### config.mk
export PLATFORM = sky130hd
export DESIGN_NAME = gmii_tx_arbiter_flat
export DESIGN_NICKNAME = d
export VERILOG_FILES = /design/src/rtl/gmii_tx_arbiter_if.sv /design/src/rtl/gmii_tx_arbiter.sv /design/src/flat_wrapper.sv
export SDC_FILE = /design/constraint.sdc
export NUM_CORES = 1
export LEC_CHECK = 0
export BUFFER_PORTS_ARGS = -buffer_cell sky130_fd_sc_hd__buf_4
export CAP_MARGIN = 20
export CELL_PAD_IN_SITES_DETAIL_PLACEMENT = 0
export CELL_PAD_IN_SITES_GLOBAL_PLACEMENT = 1
export CORE_UTILIZATION = 46
export DETAILED_ROUTE_END_ITERATION = 8
export PLACE_DENSITY_LB_ADDON = 0.1
export SLEW_MARGIN = 20
export SYNTH_ARGS = -nofsm -noshare
export SYNTH_HDL_FRONTEND = slang
export SYNTH_SLANG_ARGS = --single-unit
### constraint.sdc
create_clock -name gmii_tx_clk -period 5.3 [get_ports gmii_tx_clk]
set_input_delay 0.265 -clock gmii_tx_clk [delete_from_list [all_inputs] [get_ports gmii_tx_clk]]
set_output_delay 0.265 -clock gmii_tx_clk [all_outputs]
set_load 0.01 [all_outputs]
### src/rtl/gmii_tx_arbiter_if.sv
// Bundle of the two frame-source handshakes and the shared GMII transmit outputs.
// master = frame-source side, slave = arbiter side.
interface gmii_tx_arbiter_if;
    logic       req0;
    logic       gnt0;
    logic       tx_en0;
    logic [7:0] txd0;
    logic       req1;
    logic       gnt1;
    logic       tx_en1;
    logic [7:0] txd1;
    logic       gmii_tx_en;
    logic [7:0] gmii_txd;
    logic       busy;
    logic       trunc;

    modport master (
        output req0, tx_en0, txd0, req1, tx_en1, txd1,
        input  gnt0, gnt1, gmii_tx_en, gmii_txd, busy, trunc
    );

    modport slave (
        input  req0, tx_en0, txd0, req1, tx_en1, txd1,
        output gnt0, gnt1, gmii_tx_en, gmii_txd, busy, trunc
    );
endinterface

### src/rtl/gmii_tx_arbiter.sv
// Two-source round-robin arbiter onto one GMII transmit path with IFG, grant timeout
// and over-length truncation. Optional statistics counters under `TX_ARB_STAT_EN.
module gmii_tx_arbiter #(
    parameter int IFG_CYCLES  = 12,
    parameter int GNT_TIMEOUT = 64,
    parameter int MAX_LEN     = 1526
) (
    input  logic               gmii_tx_clk,
    input  logic               rst,
    gmii_tx_arbiter_if.slave   bus
`ifdef TX_ARB_STAT_EN
    ,
    output logic [15:0]        frame_cnt0,
    output logic [15:0]        frame_cnt1,
    output logic [7:0]         trunc_cnt
`endif
);

    localparam logic [15:0] MAX_LEN_C = 16'(MAX_LEN);
    localparam logic [15:0] TO_LAST_C = 16'(GNT_TIMEOUT - 1);
    localparam logic [7:0]  IFG_C     = 8'(IFG_CYCLES);

    typedef enum logic [2:0] {
        IDLE,
        GRANT,
        SEND,
        DRAIN,
        IFG
    } state_e;

    state_e      state_q, state_d;
    logic        sel_q, sel_d;       // source currently owning the link
    logic        last_q, last_d;     // last-served source
    logic [15:0] cnt_q, cnt_d;
    logic [15:0] to_q, to_d;
    logic [7:0]  ifg_q, ifg_d;
    logic        tx_en_q, tx_en_d;
    logic [7:0]  txd_q, txd_d;
    logic        trunc_q, trunc_d;

    logic        req_g;
    logic        en_g;
    logic [7:0]  txd_g;

    assign req_g = sel_q ? bus.req1   : bus.req0;
    assign en_g  = sel_q ? bus.tx_en1 : bus.tx_en0;
    assign txd_g = sel_q ? bus.txd1   : bus.txd0;

    // NOTE: every always_comb output is given a default first so no path can infer a latch.
    always_comb begin
        state_d = state_q;
        sel_d   = sel_q;
        last_d  = last_q;
        cnt_d   = cnt_q;
        to_d    = to_q;
        ifg_d   = ifg_q;
        tx_en_d = 1'b0;
        txd_d   = 8'h00;
        trunc_d = 1'b0;

        unique case (state_q)
            IDLE: begin
                if (bus.req0 || bus.req1) begin
                    state_d = GRANT;
                    sel_d   = (bus.req0 && bus.req1) ? ~last_q : bus.req1;
                    last_d  = sel_d;
                    cnt_d   = 16'd0;
                    to_d    = 16'd0;
                end
            end
            GRANT: begin
                if (en_g) begin
                    state_d = SEND;
                    tx_en_d = 1'b1;
                    txd_d   = txd_g;
                    cnt_d   = cnt_q + 16'd1;
                end else if (!req_g || to_q == TO_LAST_C) begin
                    state_d = IDLE;
                end else begin
                    to_d = to_q + 16'd1;
                end
            end
            SEND: begin
                if (!en_g) begin
                    state_d = IFG;
                    ifg_d   = IFG_C;
                end else if (cnt_q == MAX_LEN_C) begin
                    state_d = DRAIN;
                    trunc_d = 1'b1;
                end else begin
                    tx_en_d = 1'b1;
                    txd_d   = txd_g;
                    cnt_d   = cnt_q + 16'd1;
                end
            end
            DRAIN: begin
                if (!en_g) begin
                    state_d = IFG;
                    ifg_d   = IFG_C;
                end
            end
            IFG: begin
                if (ifg_q == 8'd1) begin
                    state_d = IDLE;
                end else begin
                    ifg_d = ifg_q - 8'd1;
                end
            end
            default: state_d = IDLE;
        endcase
    end

    // NOTE: sequential state uses non-blocking assignments only; reset is synchronous.
    always_ff @(posedge gmii_tx_clk) begin
        if (rst) begin
            state_q <= IDLE;
            sel_q   <= 1'b0;
            last_q  <= 1'b1;
            cnt_q   <= 16'd0;
            to_q    <= 16'd0;
            ifg_q   <= 8'd0;
            tx_en_q <= 1'b0;
            txd_q   <= 8'h00;
            trunc_q <= 1'b0;
        end else begin
            state_q <= state_d;
            sel_q   <= sel_d;
            last_q  <= last_d;
            cnt_q   <= cnt_d;
            to_q    <= to_d;
            ifg_q   <= ifg_d;
            tx_en_q <= tx_en_d;
            txd_q   <= txd_d;
            trunc_q <= trunc_d;
        end
    end

    logic owning;
    assign owning = (state_q == GRANT) || (state_q == SEND);

    assign bus.gnt0       = owning && !sel_q;
    assign bus.gnt1       = owning &&  sel_q;
    assign bus.gmii_tx_en = tx_en_q;
    assign bus.gmii_txd   = txd_q;
    assign bus.busy       = (state_q != IDLE);
    assign bus.trunc      = trunc_q;

`ifdef TX_ARB_STAT_EN
    logic [15:0] frame_cnt0_q;
    logic [15:0] frame_cnt1_q;
    logic [7:0]  trunc_cnt_q;
    logic        frame_done;

    // Only a normal SEND->IFG end counts as a completed frame.
    assign frame_done = (state_q == SEND) && (state_d == IFG);

    always_ff @(posedge gmii_tx_clk) begin
        if (rst) begin
            frame_cnt0_q <= 16'd0;
            frame_cnt1_q <= 16'd0;
            trunc_cnt_q  <= 8'd0;
        end else begin
            if (frame_done && !sel_q) frame_cnt0_q <= frame_cnt0_q + 16'd1;
            if (frame_done &&  sel_q) frame_cnt1_q <= frame_cnt1_q + 16'd1;
            if (trunc_d && trunc_cnt_q != 8'hFF) trunc_cnt_q <= trunc_cnt_q + 8'd1;
        end
    end

    assign frame_cnt0 = frame_cnt0_q;
    assign frame_cnt1 = frame_cnt1_q;
    assign trunc_cnt  = trunc_cnt_q;
`endif

endmodule

### src/flat_wrapper.sv
// flat-port wrapper written by rule: the top's interface ports become plain ports
module gmii_tx_arbiter_flat 
#(
    parameter int IFG_CYCLES  = 12,
    parameter int GNT_TIMEOUT = 64,
    parameter int MAX_LEN     = 1526
)
  (gmii_tx_clk, rst, bus_req0, bus_tx_en0, bus_txd0, bus_req1, bus_tx_en1, bus_txd1, bus_gnt0, bus_gnt1, bus_gmii_tx_en, bus_gmii_txd, bus_busy, bus_trunc);
  gmii_tx_arbiter_if bus_i ();
  input  logic gmii_tx_clk;
  input  logic rst;
  input wire logic [$bits(bus_i.req0)-1:0] bus_req0;
  input wire logic [$bits(bus_i.tx_en0)-1:0] bus_tx_en0;
  input wire logic [$bits(bus_i.txd0)-1:0] bus_txd0;
  input wire logic [$bits(bus_i.req1)-1:0] bus_req1;
  input wire logic [$bits(bus_i.tx_en1)-1:0] bus_tx_en1;
  input wire logic [$bits(bus_i.txd1)-1:0] bus_txd1;
  output wire logic [$bits(bus_i.gnt0)-1:0] bus_gnt0;
  output wire logic [$bits(bus_i.gnt1)-1:0] bus_gnt1;
  output wire logic [$bits(bus_i.gmii_tx_en)-1:0] bus_gmii_tx_en;
  output wire logic [$bits(bus_i.gmii_txd)-1:0] bus_gmii_txd;
  output wire logic [$bits(bus_i.busy)-1:0] bus_busy;
  output wire logic [$bits(bus_i.trunc)-1:0] bus_trunc;
  assign bus_i.req0 = bus_req0;
  assign bus_i.tx_en0 = bus_tx_en0;
  assign bus_i.txd0 = bus_txd0;
  assign bus_i.req1 = bus_req1;
  assign bus_i.tx_en1 = bus_tx_en1;
  assign bus_i.txd1 = bus_txd1;
  assign bus_gnt0 = bus_i.gnt0;
  assign bus_gnt1 = bus_i.gnt1;
  assign bus_gmii_tx_en = bus_i.gmii_tx_en;
  assign bus_gmii_txd = bus_i.gmii_txd;
  assign bus_busy = bus_i.busy;
  assign bus_trunc = bus_i.trunc;
  gmii_tx_arbiter #(.IFG_CYCLES(IFG_CYCLES), .GNT_TIMEOUT(GNT_TIMEOUT), .MAX_LEN(MAX_LEN)) u_core (.gmii_tx_clk(gmii_tx_clk), .rst(rst), .bus(bus_i));
endmodule
==> metrics.txt <==
RSZ-0062 raised after global routing=false; area grow syn2layout=15.2%; hold path depth=3; fill count=514; syn avg cell area=8.55 µm²; Cells after Synth=321; Multi-input gate area=0.00154 mm²; f_max=370 MHz; initial antenna violation count=0; YS warnings=0; Fin Hold WS=0.188 ns; Design Power=1.11 mW; Die Wd=79.3 µm; crit path kind=flip-flop to flip-flop; Post-DRT Antenna Nets=0; global-route congestion overflow total=0; Lkg Pwr=1.14 nW; Worst setup startpoint=u_core.sel_q; most frequent cells in the layout=dfxtp_1 (55), nor2_1 (49), buf_4 (34); clk sinks=55; Slew @ Worst Pin=0.690 ns; initial DRC count=76; worst path arrival time=2.94 ns; clk buf depth=2; register area=0.00110 mm²; post-CTS setup buffers=0; Max Slew Vio Count=0; Row Count=27; setup tns final=0 ns; dpl hpwl=4.05 mm; drt drc=0; Clk Latency, worst-skew pair=0.31 ns; final critical-path share of the clock period=0.510; number of flops mapped to enable cells by yosys=0; largest net degree at the start of global routing=29; Ports=35; max_slew headroom=0.540; layout cell share with drive strength beyond 1=0.155; share of the yosys chip area belonging to registers=0.401; Syn Nets=348; most common cell after layout, fill and taps aside=dfxtp_1; Hold Vio Cnt, Final=0; final WL=5.68 mm; asr flop ratio synth=0; Reg clk slew, reported paths=0.09 ns; CTS Root Cell=clkbuf_8; FF-to-FF Start=u_core.sel_q; Wirelength per Cell=13.5 µm; total CTS buffers=5; synthesized area=0.00275 mm²; Final nets=374; Final Critical Period=2.71 ns; Post-CTS Resized=0; Die Y=79.3 µm; HP Start=bus_txd0[1]; flops & latches, synth=55; first-pass GRT wire length=9.72 mm; starting density of the core=0.487; htree depth=2; CTS tree=done; PD cells=352 mW/mm²; unique cell type count in the Yosys netlist=45; routability congestion estimate=0.733; max-cap violations=0; skew final=0.00449 ns; r2r worst-path depth=5; Antenna diodes=0; drt via density=5.47; VDD IR-drop max=0.145 mV; area of the core=0.00564 mm²; final setup vio count=0; die area=0.00628 mm²; status=complete, no violations; hold_buf cts=0; via count=2297; vias in the first global route=2102; path category of the worst min-delay check=primary input to flip-flop; CP startpoint kind=flip-flop; crit path max fanout=14; GRT Overall Usage=0.195; Port Buf Inserts=34; Data required, critical path=5.54 ns; 1st-pass router iterations=4; Setup crit end kind=flip-flop; ys flop type=dfxtp_1
==> synthesized netlist by cell type (10+ instances only) <==
cell      count  area, µm²
inv_1        12       45.0
a21oi_1      17       85.1
nor2_1       49        184
dfxtp_1      55       1100
nor3_1       11       55.1
clkbuf_1     12       45.0
o21ai_0      10       50.1
xnor2_1      15        131
xor2_1       10       87.6
mux2i_1      12        120
nand2_1      17       63.8
==> flip-flops by register name, indices dropped and copies added, names as in the netlist <==
register and count:
u_core.bus.gmii_tx_en 1, u_core.bus.gmii_txd 8, u_core.bus.trunc 1, u_core.cnt_q 16
u_core.ifg_q 8, u_core.last_q 1, u_core.sel_q 1, u_core.state_q 3
u_core.to_q 16
==> cell families (layout without fill, tap and decap cells) <==
group                    Yosys count  count (layout)  share of synthesized area
AND/OR/NAND/NOR                  148             148                      0.289
flip-flops                        55              55                      0.401
AO/OA/AOI/OAI                     48              48                      0.119
buffers and inverters             27              54                     0.0401
XOR/XNOR                          25              25                     0.0798
multiplexers                      13              13                     0.0492
adder cells (fa/ha/maj)            5               5                     0.0228
==> report_power, final <==
part	internal (mW)	total, mW	switching (mW)
logic	0.129	0.294	0.166
clock network	0.189	0.325	0.136
registers	0.446	0.494	0.0478
total	0.763	1.11	0.349
==> critical path, cell delays in order, from the launching register on <==
cell and delay, ns:
dfxtp_1 0.78, mux2_4 0.41, a2111oi_4 0.70, nand4_2 0.25, or3_1 0.37, a21oi_1 0.14
==> per-layer routing <==
metal | part of all wire | GRT usage | vias up
li1 | - | - | 1175
met1 | 0.48 | 0.254 | 1093
met2 | 0.49 | 0.326 | 22
met3 | 0.020 | 0.0391 | 7
met4 | 0.011 | 0.0545 | 0
met5 | 0 | 0 | -
==> through the flow <==
stage	std cells	cell area [µm²]	util	setup WS, ns
after detailed placement	412	3030	0.536	2.57
after global routing	420	3160	0.561	2.40
final	420	3160	0.561	2.59
after global placement	412	3030	0.536	2.62
after CTS	420	3160	0.560	2.56
after floorplan	321	2750	-	3.18
==> worst paths after layout <==
| kind | end | slack (ns) |
|---|---|---|
| setup / recovery | u_core.to_q[14] | 2.59 |
| hold / removal | u_core.bus.gmii_txd[1] | 0.19 |
| setup reg to reg | u_core.to_q[14] | 2.59 |
| hold reg to reg | u_core.cnt_q[1] | 0.50 |
==> area by class of cell <==
cell class,instances,area share
clock buffers,6,0.0229
clock inverters,2,0.0190
inverters,12,0.0142
multi-input cells,239,0.487
flip-flops and latches,55,0.348
well taps,72,0.0285
repair buffers,34,0.0807
No activity file was read; power rests on OpenSTA's default activity.
